===== config.mk =====
export PLATFORM = sky130hd
export DESIGN_NAME = regfile_write_arbiter
export DESIGN_NICKNAME = d
export VERILOG_FILES = /design/src/rtl/regfile_arb_pkg.sv /design/src/rtl/regfile_write_arbiter_fifo.sv /design/src/rtl/regfile_write_arbiter.sv
export SDC_FILE = /design/constraint.sdc
export NUM_CORES = 1
export LEC_CHECK = 0
export CORE_ASPECT_RATIO = 1.1
export CORE_MARGIN = 1
export CORE_UTILIZATION = 40
export CTS_BUF_LIST = sky130_fd_sc_hd__clkbuf_8
export DETAILED_ROUTE_END_ITERATION = 12
export PLACE_DENSITY_LB_ADDON = 0.05
export SLEW_MARGIN = 20
export SYNTH_ARGS = -nofsm -noshare
export SYNTH_HDL_FRONTEND = slang
export SYNTH_SLANG_ARGS = --single-unit

===== constraint.sdc =====
create_clock -name clk -period 9.35 [get_ports clk]
set_input_delay 1.87 -clock clk [delete_from_list [all_inputs] [get_ports clk]]
set_output_delay 1.87 -clock clk [all_outputs]
set_load 0.02 [all_outputs]

===== src/rtl/regfile_arb_pkg.sv =====
// Shared types and constants for the register-bank write arbiter.
package regfile_arb_pkg;

    localparam int ARB_DATA_W  = 64;
    localparam int ARB_REG_NUM = 32;
    localparam int ARB_RW      = $clog2(ARB_REG_NUM);

    typedef enum logic [1:0] {
        EMPTY   = 2'd0,
        PENDING = 2'd1,
        DRAIN   = 2'd2
    } arb_state_t;

    typedef struct packed {
        logic [ARB_RW-1:0]     rd;
        logic [ARB_DATA_W-1:0] data;
    } gpu_wr_entry_t;

    localparam logic [1:0] GNT_IDLE = 2'd0;
    localparam logic [1:0] GNT_CPU  = 2'd1;
    localparam logic [1:0] GNT_GPU  = 2'd2;

endpackage


===== src/rtl/regfile_write_arbiter_fifo.sv =====
// GPU write queue: circular buffer with occupancy, registered ready, and a
// per-entry address-match vector plus youngest-match data for read checks.
module gpu_wr_fifo
    import regfile_arb_pkg::*;
#(
    parameter int DEPTH = 4,
    localparam int PTR_W = $clog2(DEPTH),
    localparam int CNT_W = $clog2(DEPTH + 1)
) (
    input  logic                  clk,
    input  logic                  reset,
    input  logic                  push_i,
    input  gpu_wr_entry_t         push_entry_i,
    input  logic                  pop_i,
    input  logic [ARB_RW-1:0]     rd_addr_i,
    output logic [CNT_W-1:0]      count_o,
    output logic                  empty_o,
    output logic                  ready_o,
    output gpu_wr_entry_t         head_o,
    output logic [DEPTH-1:0]      match_o,
    output logic [ARB_DATA_W-1:0] hit_data_o
);

    gpu_wr_entry_t    mem_q [DEPTH];
    logic [PTR_W-1:0] wr_ptr_q, wr_ptr_d;
    logic [PTR_W-1:0] rd_ptr_q, rd_ptr_d;
    logic [CNT_W-1:0] count_q, count_d;
    logic             ready_q, ready_d;
    logic             do_push_s, do_pop_s;

    // A full queue refuses pushes even when it is popped in the same cycle.
    assign do_push_s = push_i & ready_q;
    assign do_pop_s  = pop_i & (count_q != '0);

    // Pointer and occupancy next state.
    always_comb begin
        wr_ptr_d = wr_ptr_q + PTR_W'(do_push_s);
        rd_ptr_d = rd_ptr_q + PTR_W'(do_pop_s);
        count_d  = count_q + CNT_W'(do_push_s) - CNT_W'(do_pop_s);
        ready_d  = (count_d != CNT_W'(DEPTH));
    end

    // Control registers.
    always_ff @(posedge clk) begin
        if (reset) begin
            wr_ptr_q <= '0;
            rd_ptr_q <= '0;
            count_q  <= '0;
            ready_q  <= 1'b1;
        end else begin
            wr_ptr_q <= wr_ptr_d;
            rd_ptr_q <= rd_ptr_d;
            count_q  <= count_d;
            ready_q  <= ready_d;
        end
    end

    // Entry storage; stale contents are masked by occupancy.
    always_ff @(posedge clk) begin
        if (do_push_s) begin
            mem_q[wr_ptr_q] <= push_entry_i;
        end
    end

    // Live-entry address match, indexed by physical slot.
    always_comb begin
        match_o = '0;
        for (int i = 0; i < DEPTH; i++) begin
            match_o[i] = ({1'b0, PTR_W'(i) - rd_ptr_q} < count_q) &&
                         (mem_q[i].rd == rd_addr_i) && (rd_addr_i != '0);
        end
    end

    // Walk oldest to youngest so the last match seen is the youngest.
    always_comb begin
        hit_data_o = '0;
        for (int k = 0; k < DEPTH; k++) begin
            hit_data_o = match_o[rd_ptr_q + PTR_W'(k)] ?
                         mem_q[rd_ptr_q + PTR_W'(k)].data : hit_data_o;
        end
    end

    assign count_o = count_q;
    assign empty_o = (count_q == '0);
    assign ready_o = ready_q;
    assign head_o  = mem_q[rd_ptr_q];

endmodule


===== src/rtl/regfile_write_arbiter.sv =====
// Shares the register-bank write port between CPU writeback and queued GPU writes.
// Optional REGFILE_ARB_FORWARD_EN: GPU reads that hit the queue return the youngest queued data.
module regfile_write_arbiter
    import regfile_arb_pkg::*;
#(
    parameter int ADDR_WIDTH   = ARB_DATA_W,
    parameter int REG_NUM      = ARB_REG_NUM,
    parameter int FIFO_DEPTH   = 4,
    parameter int STARVE_LIMIT = 8,
    localparam int RW = $clog2(REG_NUM),
    localparam int PW = $clog2(FIFO_DEPTH + 1),
    localparam int SW = $clog2(STARVE_LIMIT + 1)
) (
    input  logic                  clk,
    input  logic                  reset,
    input  logic                  wb_w_en,
    input  logic [RW-1:0]         wb_rd,
    input  logic [ADDR_WIDTH-1:0] w_result,
    input  logic                  gpu_w_valid,
    output logic                  gpu_w_ready,
    input  logic [RW-1:0]         gpu_w_rd,
    input  logic [ADDR_WIDTH-1:0] gpu_w_data,
    input  logic                  gpu_r_valid,
    input  logic [RW-1:0]         gpu_r_addr,
    output logic                  gpu_r_ready,
    output logic [ADDR_WIDTH-1:0] gpu_r_data,
    output logic                  rf_w_en,
    output logic [RW-1:0]         rf_w_addr,
    output logic [ADDR_WIDTH-1:0] rf_w_data,
    output logic [RW-1:0]         rf_rs_gpu,
    input  logic [ADDR_WIDTH-1:0] rf_read_gpu,
    output logic                  cpu_stall,
    output logic [PW-1:0]         gpu_pending
);

`ifdef REGFILE_ARB_FORWARD_EN
    localparam logic FWD_EN = 1'b1;
`else
    localparam logic FWD_EN = 1'b0;
`endif

    arb_state_t              state_q, state_d;
    logic [SW-1:0]           starve_q, starve_d;
    logic                    cpu_stall_q;
    logic [1:0]              gnt_src_s;
    logic                    push_s, pop_s, hit_s;
    logic                    fifo_empty_s, fifo_ready_s;
    logic [PW-1:0]           fifo_count_s, count_next_s;
    logic [FIFO_DEPTH-1:0]   match_s;
    logic [ADDR_WIDTH-1:0]   hit_data_s;
    gpu_wr_entry_t           head_s;
    gpu_wr_entry_t           push_entry_s;

    // Writes to rd 0 are acknowledged but never queued.
    assign push_s       = gpu_w_valid & fifo_ready_s & (gpu_w_rd != '0);
    assign pop_s        = (gnt_src_s == GNT_GPU);
    assign count_next_s = fifo_count_s + PW'(push_s) - PW'(pop_s);
    assign push_entry_s = '{rd: gpu_w_rd, data: gpu_w_data};
    assign hit_s        = |match_s;

    gpu_wr_fifo #(.DEPTH(FIFO_DEPTH)) u_fifo (
        .clk          (clk),
        .reset        (reset),
        .push_i       (push_s),
        .push_entry_i (push_entry_s),
        .pop_i        (pop_s),
        .rd_addr_i    (gpu_r_addr),
        .count_o      (fifo_count_s),
        .empty_o      (fifo_empty_s),
        .ready_o      (fifo_ready_s),
        .head_o       (head_s),
        .match_o      (match_s),
        .hit_data_o   (hit_data_s)
    );

    // Port grant: a real CPU write always wins, so writeback never loses data.
    always_comb begin
        if (wb_w_en && (wb_rd != '0)) begin
            gnt_src_s = GNT_CPU;
        end else if (!fifo_empty_s) begin
            gnt_src_s = GNT_GPU;
        end else begin
            gnt_src_s = GNT_IDLE;
        end
    end

    // Bank write mux.
    always_comb begin
        rf_w_en   = 1'b0;
        rf_w_addr = '0;
        rf_w_data = '0;
        case (gnt_src_s)
            GNT_CPU: begin
                rf_w_en   = !reset;
                rf_w_addr = wb_rd;
                rf_w_data = w_result;
            end
            GNT_GPU: begin
                rf_w_en   = !reset;
                rf_w_addr = head_s.rd;
                rf_w_data = head_s.data;
            end
            default: begin
                rf_w_en   = 1'b0;
            end
        endcase
    end

    // Starvation count and drain FSM next state.
    always_comb begin
        if (fifo_empty_s || (gnt_src_s == GNT_GPU)) begin
            starve_d = '0;
        end else if ((gnt_src_s == GNT_CPU) && (starve_q != SW'(STARVE_LIMIT))) begin
            starve_d = starve_q + SW'(1);
        end else begin
            starve_d = starve_q;
        end
        state_d = state_q;
        case (state_q)
            EMPTY:   state_d = push_s ? PENDING : EMPTY;
            PENDING: begin
                if (count_next_s == '0) begin
                    state_d = EMPTY;
                end else if (starve_d == SW'(STARVE_LIMIT)) begin
                    state_d = DRAIN;
                end else begin
                    state_d = PENDING;
                end
            end
            DRAIN:   state_d = (count_next_s == '0) ? EMPTY : DRAIN;
            default: state_d = EMPTY;
        endcase
    end

    // State registers.
    always_ff @(posedge clk) begin
        if (reset) begin
            state_q     <= EMPTY;
            starve_q    <= '0;
            cpu_stall_q <= 1'b0;
        end else begin
            state_q     <= state_d;
            starve_q    <= starve_d;
            cpu_stall_q <= (state_d == DRAIN);
        end
    end

    // GPU read: a queued write to the same register makes the bank value stale.
    always_comb begin
        if (hit_s && FWD_EN) begin
            gpu_r_ready = gpu_r_valid & !reset;
            gpu_r_data  = hit_data_s;
        end else begin
            gpu_r_ready = gpu_r_valid & !reset & !hit_s;
            gpu_r_data  = rf_read_gpu;
        end
    end

    assign rf_rs_gpu   = gpu_r_addr;
    assign cpu_stall   = cpu_stall_q;
    assign gpu_w_ready = fifo_ready_s;
    assign gpu_pending = fifo_count_s;

endmodule


==> metrics, run 1 <==
status=complete, no violations; die height=189 microns; Synth Instances=805; post-synthesis mux area share=12.3%; Req. time, crit path=7.48 ns; setup TNS=0 ns; maximum vdd drop=0.115 mV; row cnt=68; Ports=357; Final Hold Fails=0; cts hold-fix bufs=0; drt total wl=29.6 mm; Tcrit/Tclk final=70.5%; nets@finish=1206; Slew headroom=37.4%; internal power=2.71 mW; post-synthesis sequential area ratio=67.6%; CP Capture Type=output port; synth warn=0; Register-to-Register Path Depth=10; post-synthesis compound-gate area fraction=1.66%; XOR/XNOR Fraction of Synth Area=2.00%; DR iter-0 viols=384; initial antenna violation count=2; drt pass-1 iters=5; layout cells sized above 1=14.6%; register share of total power=43.9%; HPWL Detailed=18.3 mm; Hold EP=cpu_stall$_SDFF_PP0_; Tot Pwr=3.91 mW; Die X=172 microns; most frequent cells in the layout=edfxtp_1 (276), clkdlybuf4s50_1 (228), nand2_1 (139), mux4_2 (69), nand3_1 (67); largest net degree at the start of global routing=71; Fmax achieved=152 MHz; reg2reg setup slack=6.28 ns; post_cts resized=0; Yosys cell types=40; syn_nets=1031; Pwr per Cell Area=248 nW/um^2; number of global-route vias before repair=7874; Worst Tran Pin Value=0.937 ns; WP data arrival=4.72 ns; max-slew violation count=0; RR Startpoint=u_fifo.count_o[2]$_SDFF_PP0_; Hold Path Stages=2; CP max FO=70; largest family of logic cells by synthesized area=multiplexers; GRT Total Usage=18.3%; number of setup buffers added after CTS=0; PortBufs=228; RSZ-0062 raised after global routing=no; Leak=5.40 nW; number of max-cap violations=0; Non-Filler Instances=1436; clock power share=25.5%; Final setup viols=0; die area=32500 sq um; FF-to-FF End=state_q[1]$_SDFF_PP0_; Avg Cell Area, Syn=15.8 sq um; CTS tree=built; root buffer cell=clkbuf_8; post-layout min period=6.59 ns; Antenna Nets Post-Route=0; first-pass GRT wire length=44.4 mm; simple-gate portion of the synthesized area=8.54%; clk_skew=0.0191 ns; Final Util=50.3%; Initial Util=40.6%; adder-cell share of the synthesized area=1.50%; WL/cell=20.6 microns; Clock Sinks=291; HP Class=reg -> reg; Worst setup SP type=primary input; mapped cell area=12700 sq um; Psw=1.19 mW; Final GP Congestion=0.797; CTS Buf Count=49; Residual DRC=0; number of synthesized register bits=291; Hold Crit Start=state_q[1]$_SDFF_PP0_; WS Path Type=in -> out; DR vias/cell=5.10; worst-skew pair later-pin latency=0.56 ns; hold_ws=0.500 ns; combinational power share=30.6%; area of the core=31300 sq um; Sw Share=30.6%; total grt overflow=0; H-tree Lvls=2; synth-to-layout area growth=23.9%; placed cell count=1349; clk buf depth=3; most common cell after layout, fill and taps aside=edfxtp_1; via count=7318; CTS clock-pin slew for the worst setup and hold paths=0.05 ns
==> metrics by stage <==
| step | setup WS (ns) | area [sq um] |
|---|---|---|
| floorplan | 1.48 | 12700 |
| global placement | 2.76 | 14900 |
| detailed placement | 2.75 | 14900 |
| CTS | 2.74 | 15700 |
| global route | 2.64 | 15700 |
| finish | 2.76 | 15700 |
==> synth_stat cells <==
cell type  count  area [sq um]
a2111oi_0      4          35.0
a21o_1         1          7.51
a21oi_1        6          30.0
a221o_1        1          10.0
a22o_1         2          17.5
a22oi_1        1          7.51
and3_1         1          6.26
buf_2         19          95.1
buf_4         71           533
buf_6          6          67.6
clkbuf_1      18          67.6
dfxtp_1       15           300
edfxtp_1     276          8290
fa_1           2          40.0
ha_1          12           150
inv_1         12          45.0
mux2_2         1          11.3
mux4_2        69          1550
nand2_1      139           522
nand2b_1       1          6.26
nand3_1       68           340
nand3b_1       2          15.0
nand4_1        4          25.0
nor2_1        16          60.1
nor2b_1        6          37.5
nor3_1         4          20.0
nor3b_1        2          15.0
o211ai_1       1          7.51
o21a_1         2          15.0
o21ai_0        2          10.0
o21ai_4        1          16.3
o311a_1        2          20.0
o311ai_0       1          8.76
o32ai_1        1          8.76
o41ai_1        2          17.5
or3_1          3          18.8
or4_1          1          7.51
or4_4          1          11.3
xnor2_1       21           184
xor2_1         8          70.1
==> final cells by class <==
| cell class | instances | area, sq um |
|---|---|---|
| Multi-Input combinational cell | 388 | 3340 |
| Tap cell | 420 | 526 |
| Sequential cell | 291 | 8600 |
| Clock inverter | 32 | 128 |
| Fill cell | 2713 | 15600 |
| Timing Repair Buffer | 238 | 2360 |
| Antenna cell | 1 | 2.50 |
| Clock buffer | 54 | 743 |
| Inverter | 12 | 45.0 |
==> cells by family (layout without fill, tap and decap cells) <==
family / count (synthesis) / in the layout
mux: 70 / 70
flops: 291 / 291
compound gates: 27 / 27
simple gates: 248 / 248
buf+inv: 126 / 336
other cells: 0 / 1
fa+ha+maj: 14 / 14
xor+xnor: 29 / 29
==> per-layer routing <==
metal / global-route usage, % / wire length [microns]
met1: 21.3 / 11400
met2: 31.5 / 15100
met3: 4.95 / 2130
met4: 7.86 / 1040
met5: 0 / 13
==> registers in the layout (all words and copies together), names as in the netlist <==
name and flops:
u_fifo.count_o 3, u_fifo.rd_ptr_q 2, u_fifo.wr_ptr_q 2, state_q 2, cpu_stall 1, starve_q 4, u_fifo.ready_o 1, u_fifo.mem_q 276
==> worst max path at each step <==
stage / cells after the start / startpoint / slack (ns) / to
floorplan: 3 / gpu_w_rd[1] / 1.48 / u_fifo.mem_q[0][0]$_DFFE_PP_
global placement: 7 / wb_rd[1] / 2.76 / rf_w_data[36]
detailed placement: 7 / wb_rd[1] / 2.75 / rf_w_data[36]
CTS: 7 / wb_rd[1] / 2.74 / rf_w_data[36]
global route: 7 / wb_rd[1] / 2.64 / rf_w_data[48]
finish: 7 / wb_rd[1] / 2.76 / rf_w_data[18]
==> power by group through the flow <==
stage / logic (mW) / clock network, mW / registers, mW
after global placement: 1.21 / 0 / 1.73
after detailed placement: 1.22 / 0 / 1.75
after global routing: 1.29 / 1.08 / 1.73
after CTS: 1.22 / 1.03 / 1.72
final: 1.19 / 0.997 / 1.71
after floorplan: 0.807 / 0 / 1.72
==> critical path, cell delays in order <==
cell	delay [ns]
clkdlybuf4s50_1	0.42
or4_4	0.56
o21ai_4	0.13
buf_4	0.71
nand3_1	0.26
nand2_1	0.13
clkdlybuf4s50_1	0.60
Note: power is estimated with default switching activity, not from simulation.
==> inputs of run 2 (changes only) <==
Clock period 9.35 ns to 6.4 ns, I/O delays scaled along.
==> run 2 against run 1 <==
Against the previous run: global-route usage is 0.90 points higher; largest power group unchanged; critical path depth stayed put; critical path type unchanged; sequential share of layout area is 0.22 points higher; first-iteration DRC count is 1.3% higher; cell count is 0.42% lower; power is 44% higher; highest routed layer unchanged; critical endpoint unchanged; register-to-register slack worse by 3.0 ns; non-clock buffer count stayed put; count of clock-buffer cells in the layout is 7 lower; routed wire length is 2.6% higher; utilization is 0.20 points lower; via count is 0.63% higher.
==> metrics, run 2 (synthesis results as in run 1) <==
most common cell after layout, fill and taps aside=edfxtp_1; status=complete, no violations; area of the core=31300 sq um; initial antenna violation count=2; Reg area=8600 sq um; worst path bufs/invs=3; Worst setup SP type=primary input; Fmax achieved=184 MHz; WS Path Type=in -> out; H-tree Lvls=2; multi-input logic area=3340 sq um; internal power=3.88 mW; Tcrit/Tclk final=85.1%; post_cts resized=0; worst-skew pair later-pin latency=0.54 ns; DR iter-0 viols=389; Final setup viols=0; Pwr per Cell Area=359 nW/um^2; Final Hold Fails=0; row cnt=68; root buffer cell=clkbuf_8; die height=189 microns; via count=7364; Leak=5.34 nW; DR vias/cell=5.15; number of global-route vias before repair=8026; GRT Total Usage=19.2%; Top reg by flops=u_fifo.mem_q; CP max FO=34; Worst Tran Pin Value=0.975 ns; clock power share=24.1%; Die X=172 microns; Worst path slowest cell=clkdlybuf4s50_1; Psw=1.75 mW; combinational power share=31.1%; drt pass-1 iters=4; max-slew violation count=0; cts hold-fix bufs=0; max reg flops=276; clk_skew=0.0157 ns; most frequent cells in the layout=edfxtp_1 (276), clkdlybuf4s50_1 (228), nand2_1 (139), mux4_2 (69), nand3_1 (67); number of setup buffers added after CTS=0; WL/cell=21.3 microns; CTS Buf Count=47; crit path cell chain=clkdlybuf4s50_1, or4_4, o21ai_4, buf_4, nand3_1, nand2_1, clkdlybuf4s50_1; Crit path max-delay family=buffers and inverters; HPWL Detailed=18.9 mm; register share of total power=44.9%; first-pass GRT wire length=46.3 mm; Sw Share=31.1%; number of max-cap violations=0; CP dominant cell by count=clkdlybuf4s50_1; RSZ-0062 raised after global routing=no; synth-to-layout area growth=23.4%; nets@finish=1204; die area=32500 sq um; HP Class=reg -> reg; drt total wl=30.4 mm; Antenna Nets Post-Route=0; Residual DRC=0; Slew headroom=35.0%; setup TNS=0 ns; layout cells sized above 1=14.1%; Tot Pwr=5.63 mW; PortBufs=228; CP max stage delay=0.61 ns; Final Util=50.1%; clk buf depth=3; maximum vdd drop=0.164 mV; CP Capture Type=output port; Req. time, crit path=5.12 ns; CTS clock-pin slew for the worst setup and hold paths=0.06 ns; Ports=357; Final GP Congestion=0.833; largest net degree at the start of global routing=59; WP data arrival=4.17 ns; CTS tree=built; post-layout min period=5.45 ns; total grt overflow=0; Initial Util=40.6%; fillers=2734; Clock Sinks=291
[run 2: changes by cell type in the layout (fill, tap and decap cells not counted)]
cell | before | now
buf_4 | 9 | 8
nor3b_4 | 0 | 1
clkinv_1 | 8 | 14
buf_12 | 0 | 2
clkinv_2 | 3 | 4
inv_1 | 32 | 26
buf_6 | 1 | 0
nor3b_2 | 1 | 0
clkbuf_8 | 54 | 47
[run 2: worst register-to-register path: cells and delay by family, from the launching register on]
| kind | cells | cell delay [ns] |
|---|---|---|
| adder cells (fa/ha/maj) | 3 | 0.91 |
| buffers and inverters | 1 | 0.04 |
| flip-flops | 1 | 0.40 |
| XOR/XNOR | 1 | 0.21 |
| AO/OA/AOI/OAI | 2 | 0.29 |
| AND/OR/NAND/NOR | 3 | 1.14 |
[run 2: final timing paths]
check | from | cells after the start | slack, ns | end
max reg2reg | u_fifo.count_o[2]$_SDFF_PP0_ | 10 | 3.24 | cpu_stall$_SDFF_PP0_
max | wb_rd[1] | 7 | 0.95 | rf_w_data[18]
min reg2reg | state_q[1]$_SDFF_PP0_ | 2 | 0.51 | state_q[1]$_SDFF_PP0_
min | state_q[1]$_SDFF_PP0_ | 2 | 0.51 | state_q[1]$_SDFF_PP0_
[run 2: final cells by class]
cell class | instances | share of cell area [%]
clock buffer | 47 | 4.13
tap | 420 | 3.35
inverter | 12 | 0.287
timing repair buffer | 238 | 15.2
antenna | 1 | 0.0160
clock inverter | 33 | 0.846
sequential | 291 | 54.8
multi-input combinational | 388 | 21.3
[run 2: metrics by stage]
stage,instance area [sq um],hold slack [ns],std cells,worst slack (ns)
floorplan,12700,0.457,805,1.34
global placement,14900,0.469,1349,1.06
detailed placement,14900,0.494,1349,0.912
CTS,15700,0.505,1429,0.893
global route,15700,0.543,1429,0.757
finish,15700,0.509,1430,0.952
[run 2: power by group through the flow]
stage               registers, mW  clock network [mW]  logic, mW
global placement             2.56                   0       1.75
floorplan                    2.50                   0       1.18
detailed placement           2.58                   0       1.77
global route                 2.56                1.50       1.89
finish                       2.53                1.36       1.75
CTS                          2.54                1.40       1.79
[run 2: per-layer routing]
layer	global-route usage [%]	wire length, microns	up-vias
met5	0	11	-
met4	9.22	1300	2
met2	32.7	15200	273
met1	22.7	11800	3675
met3	4.62	2100	92
li1	-	-	3322
